`src/rtl/key_sequence_capture_if.sv`:
```
// Key-entry bus: one-hot key pulses and clear in, assembled code and status pulses out.
interface key_sequence_capture_if #(
    parameter int unsigned WIDTH    = 4,
    parameter int unsigned KEY_BITS = 2,
    parameter int unsigned DIGITS   = 4
);
    localparam int unsigned CODE_W = DIGITS * KEY_BITS;
    localparam int unsigned CNT_W  = $clog2(DIGITS + 1);

    logic [WIDTH-1:0]  keyEdge;
    logic              clear;
    logic [CODE_W-1:0] code;
    logic [CNT_W-1:0]  digitCount;
    logic              entering;
    logic              codeValid;
    logic              timeoutErr;

    modport master (
        output keyEdge, clear,
        input  code, digitCount, entering, codeValid, timeoutErr
    );

    modport slave (
        input  keyEdge, clear,
        output code, digitCount, entering, codeValid, timeoutErr
    );
endinterface

```
`src/rtl/key_sequence_capture.sv`:
```
// Collects single-key press pulses into a DIGITS-long code, with inactivity
// timeout and synchronous clear aborting a partial entry.
module key_sequence_capture #(
    parameter int unsigned WIDTH          = 4,
    parameter int unsigned KEY_BITS       = 2,
    parameter int unsigned DIGITS         = 4,
    parameter int unsigned TIMEOUT_CYCLES = 50_000_000
) (
    input  logic                  clock,
    input  logic                  reset,
    key_sequence_capture_if.slave bus
);
    localparam int unsigned CODE_W = DIGITS * KEY_BITS;
    localparam int unsigned CNT_W  = $clog2(DIGITS + 1);
    localparam int unsigned TMR_W  = (TIMEOUT_CYCLES > 2) ? $clog2(TIMEOUT_CYCLES) : 1;

    localparam logic [0:0] S_IDLE  = 1'b0;
    localparam logic [0:0] S_ENTRY = 1'b1;

    logic [0:0]        r_state;
    logic [CODE_W-1:0] r_code;
    logic [CNT_W-1:0]  r_cnt;
    logic [TMR_W-1:0]  r_timer;
    logic              r_valid;
    logic              r_terr;

    logic [0:0]        w_state_nxt;
    logic [CODE_W-1:0] w_code_nxt;
    logic [CNT_W-1:0]  w_cnt_nxt;
    logic [TMR_W-1:0]  w_timer_nxt;
    logic              w_valid_nxt;
    logic              w_terr_nxt;

    logic              w_press;
    logic [KEY_BITS-1:0] w_idx;
    logic [CNT_W-1:0]  w_cnt_inc;

    // Multi-key chords are not presses at all: they neither store nor restart the timer
    assign w_press   = $onehot(bus.keyEdge);
    assign w_cnt_inc = (r_state == S_IDLE) ? CNT_W'(1) : r_cnt + CNT_W'(1);

    always_comb begin
        w_idx = '0;
        for (int i = 0; i < WIDTH; i++) begin
            if (bus.keyEdge[i]) w_idx = KEY_BITS'(i);
        end
    end

    always_comb begin
        w_state_nxt = r_state;
        w_code_nxt  = r_code;
        w_cnt_nxt   = r_cnt;
        w_timer_nxt = r_timer;
        w_valid_nxt = 1'b0;
        w_terr_nxt  = 1'b0;

        if (bus.clear) begin
            w_state_nxt = S_IDLE;
            w_code_nxt  = '0;
            w_cnt_nxt   = '0;
            w_timer_nxt = '0;
        end else if (w_press) begin
            // A press from IDLE discards any previously completed code
            w_code_nxt  = (r_state == S_IDLE) ? CODE_W'(w_idx)
                                              : (r_code << KEY_BITS) | CODE_W'(w_idx);
            w_cnt_nxt   = w_cnt_inc;
            w_timer_nxt = '0;
            if (w_cnt_inc == CNT_W'(DIGITS)) begin
                w_state_nxt = S_IDLE;
                w_valid_nxt = 1'b1;
            end else begin
                w_state_nxt = S_ENTRY;
            end
        end else if (r_state == S_ENTRY) begin
            if (r_timer == TMR_W'(TIMEOUT_CYCLES - 2)) begin
                w_state_nxt = S_IDLE;
                w_code_nxt  = '0;
                w_cnt_nxt   = '0;
                w_timer_nxt = '0;
                w_terr_nxt  = 1'b1;
            end else begin
                w_timer_nxt = r_timer + TMR_W'(1);
            end
        end
    end

    always_ff @(posedge clock or negedge reset) begin
        if (!reset) begin
            r_state <= S_IDLE;
            r_code  <= '0;
            r_cnt   <= '0;
            r_timer <= '0;
            r_valid <= 1'b0;
            r_terr  <= 1'b0;
        end else begin
            r_state <= w_state_nxt;
            r_code  <= w_code_nxt;
            r_cnt   <= w_cnt_nxt;
            r_timer <= w_timer_nxt;
            r_valid <= w_valid_nxt;
            r_terr  <= w_terr_nxt;
        end
    end

    assign bus.code       = r_code;
    assign bus.digitCount = r_cnt;
    assign bus.entering   = (r_state == S_ENTRY);
    assign bus.codeValid  = r_valid;
    assign bus.timeoutErr = r_terr;
endmodule

```
`src/flat_wrapper.sv`:
```
// flat-port wrapper written by rule: the top's interface ports become plain ports
module key_sequence_capture_flat 
#(
    parameter int unsigned WIDTH          = 4,
    parameter int unsigned KEY_BITS       = 2,
    parameter int unsigned DIGITS         = 4,
    parameter int unsigned TIMEOUT_CYCLES = 50_000_000
)
  (clock, reset, bus_keyEdge, bus_clear, bus_code, bus_digitCount, bus_entering, bus_codeValid, bus_timeoutErr);
  key_sequence_capture_if #(.WIDTH(WIDTH), .KEY_BITS(KEY_BITS), .DIGITS(DIGITS)) bus_i ();
  input  logic clock;
  input  logic reset;
  input wire logic [$bits(bus_i.keyEdge)-1:0] bus_keyEdge;
  input wire logic [$bits(bus_i.clear)-1:0] bus_clear;
  output wire logic [$bits(bus_i.code)-1:0] bus_code;
  output wire logic [$bits(bus_i.digitCount)-1:0] bus_digitCount;
  output wire logic [$bits(bus_i.entering)-1:0] bus_entering;
  output wire logic [$bits(bus_i.codeValid)-1:0] bus_codeValid;
  output wire logic [$bits(bus_i.timeoutErr)-1:0] bus_timeoutErr;
  assign bus_i.keyEdge = bus_keyEdge;
  assign bus_i.clear = bus_clear;
  assign bus_code = bus_i.code;
  assign bus_digitCount = bus_i.digitCount;
  assign bus_entering = bus_i.entering;
  assign bus_codeValid = bus_i.codeValid;
  assign bus_timeoutErr = bus_i.timeoutErr;
  key_sequence_capture #(.WIDTH(WIDTH), .KEY_BITS(KEY_BITS), .DIGITS(DIGITS), .TIMEOUT_CYCLES(TIMEOUT_CYCLES)) u_core (.clock(clock), .reset(reset), .bus(bus_i));
endmodule
```
`config.mk`:
```
export PLATFORM = sky130hd
export DESIGN_NAME = key_sequence_capture_flat
export DESIGN_NICKNAME = d
export VERILOG_FILES = /design/src/rtl/key_sequence_capture_if.sv /design/src/rtl/key_sequence_capture.sv /design/src/flat_wrapper.sv
export SDC_FILE = /design/constraint.sdc
export NUM_CORES = 1
export LEC_CHECK = 0
export ABC_AREA = 1
export ABC_CLOCK_PERIOD_IN_PS = 2900
export CAP_MARGIN = 20
export CORE_UTILIZATION = 62
export DETAILED_ROUTE_END_ITERATION = 10
export HOLD_SLACK_MARGIN = 0.12
export PLACE_DENSITY = 0.85
export SYNTH_ARGS = -nofsm -noshare
export SYNTH_HDL_FRONTEND = slang
export SYNTH_SLANG_ARGS = --single-unit
```
`constraint.sdc`:
```
create_clock -name clock -period 2.9 [get_ports clock]
set_input_delay 0.58 -clock clock [delete_from_list [all_inputs] [get_ports clock]]
set_output_delay 0.58 -clock clock [all_outputs]
set_load 0.01 [all_outputs]
```
==> reports/summary.txt <==
Setup crit end kind: register
PD cells: 464 nW/um^2
Post-synthesis sequential area ratio: 0.409
Syn nets: 341
Worst-path clk slew: 0.08 ns
Min-Delay Path Class: input pin to async pin
Required @ worst endpoint: 3.08 ns
Synthesized cell area: 2450 um^2
Area of the die: 4200 um^2
Vias in the first global route: 2,098
Dpl hpwl: 4180 um
Primary FF master, synth: dfrtp_1
Vias: 2,315
Num ports: 21
FP Rows: 22
Fin util: 0.795
Number of enable flip-flop cells after synthesis: 0
Synth warn: 0
Post-route ant nets: 0
Wire length per cell: 14.1 um
Routed wire length: 5830 um
CP Launch Type: input pin
Largest net degree at the start of global routing: 41
Commonest non-fill, non-tap cell in the layout: nand2_1
Final Critical Period: 2.84 ns
Reg-to-reg slack, setup: 1.10 ns
FMAX: 0.352 GHz
Final Skew: 0.00757 ns
Clk buf depth: 2
Slew @ Worst Pin: 0.881 ns
CTS tree: done
Synth top area share: 0.409
Commonest cells after routing, fill and taps aside: 82 x nand2_1, 40 x nor2_1, 40 x dfrtp_1
Capture point of the worst reg-to-reg path: u_core.r_timer[5]
Clock Latency Late Sink: 0.30 ns
Part of the cycle the worst path needs: 0.978
Max-Cap Viols: 0
Layout cells sized above 1: 0.164
Leakage power: 0.00129 uW
Distinct cell type count after synthesis: 28
Top post-synthesis cells by area: dfrtp_1 41%, nand2_1 13%, nor2_1 6.3%
Die width: 64.8 um
GRT Util Overall: 0.297
Nets: 379
I/O Buffers: 20
DRC viols: 0
Core Area: 3720 um^2
VDD IR max: 304 uV
Arr. time, crit path: 3.02 ns
Final Max Slew Viols: 0
Cell count after synthesis: 326
Syn avg cell area: 7.50 um^2
Post-synth ARST share: 1.00
Root buffer cell: clkbuf_8
Hold slack: 0.399 ns
GRT overflow: 0
Pre-antenna DRT Iters: 5
R2r startpoint: u_core.r_timer[0]
CP max FO: 12
Worst reg-to-reg path cell count: 9
Die Y: 64.8 um
Area growth, synth to finish: 20.7%
GP Congestion: 0.912
Status: complete, no violations
# setup viols final: 0
Initial Utilization: 0.658
Clock Sinks: 40
Relative slew slack: 0.413
Final Hold Viols: 0
Global-route wire length before repair: 9420 um
Initial DRC Count: 270
Critical path class: input pin to register
# diodes: 0
Synthesized flop and latch total: 40
H-Tree Depth: 2
Inserted Clock Buffers: 5
Initial antenna violation count: 0
Area leader, netlist: dfrtp_1
Vias/cell: 5.61
## metal layers
metal | wire (um) | track usage
met1 | 2520 | 0.397
met2 | 2860 | 0.482
met3 | 349 | 0.0458
met4 | 101 | 0.117
met5 | 0 | 0
## where the power goes
part / total (uW) / leakage (uW) / switching, uW / internal (uW)
combinational: 270 / 0.000666 / 148 / 122
clock: 503 / 0.0000645 / 200 / 304
sequential: 597 / 0.000555 / 22.0 / 575
total: 1370 / 0.00129 / 369 / 1000
## what timing repair did
item | 4_1_cts | 5_1_grt
resized for setup | 0 | 6
endpoints found under the setup margin | 0 | 17
buffers inserted | 0 | 3
hold buffers | 0 | 0
## flip-flops by register name, summed over array words and instances, names as in the netlist
name and count:
u_core.bus.timeoutErr 1, u_core.bus.codeValid 1, u_core.bus.entering 1, u_core.bus.code 8
u_core.r_timer 26, u_core.bus.digitCount 3
## stage by stage
step                      area, um^2  setup TNS (ns)  power (uW)  std cells  worst slack (ns)
after floorplan                 2450               0         728        326             0.428
after global placement          2770           -2.96         839        401            -0.170
after detailed placement        2770           -5.56         845        401            -0.230
after CTS                       2900               0        1340        409            0.0584
after global routing            2950          -0.234        1420        413           -0.0450
final                           2950               0        1370        413            0.0624
## logic make-up after synthesis
family	after synthesis	share of synthesized area
compound gates	24	0.0563
simple gates	199	0.374
xor+xnor	9	0.0322
fa+ha+maj	8	0.0440
buf+inv	46	0.0839
flops	40	0.409
## worst max path at each step
stage                         startpoint                       end  cells after the start
final                     bus_keyEdge[2]         u_core.r_timer[6]                     13
after global routing      bus_keyEdge[2]         u_core.r_timer[9]                     12
after CTS                 bus_keyEdge[2]        u_core.bus.code[4]                     13
after detailed placement  bus_keyEdge[2]  u_core.bus.digitCount[0]                     13
after global placement    bus_keyEdge[2]        u_core.bus.code[7]                     13
after floorplan           bus_keyEdge[2]         u_core.r_timer[6]                     12
## synthesized netlist by cell type, types with 3 or more instances
library cell,n
xor2_1,8
o21ai_0,10
dfrtp_1,40
nor2_2,16
buf_4,3
nor2_1,41
nand4_1,11
o21ai_1,5
nor3_1,10
inv_1,37
nand3_1,24
ha_1,7
nand2_2,7
nand2_1,83
a21oi_1,6
nand3b_1,3
## area by class of cell
class | instances | area (um^2)
clock buffer | 7 | 96.3
clock inverter | 1 | 30.0
fill | 236 | 763
inverter | 39 | 146
multi-input combinational | 241 | 1260
sequential | 40 | 1000
tap | 48 | 60.1
timing repair buffer | 37 | 355
## worst max-delay path, stage by stage
cell             delay (ns)
clkdlybuf4s50_1        0.48
inv_1                  0.06
ha_1                   0.29
ha_1                   0.20
fa_1                   0.42
nand3b_1               0.20
buf_4                  0.17
nand3_4                0.13
inv_2                  0.07
nor3_1                 0.19
nand2_1                0.10
nand2_1                0.07
nor2_1                 0.04
(Power assumes the default switching activity.)
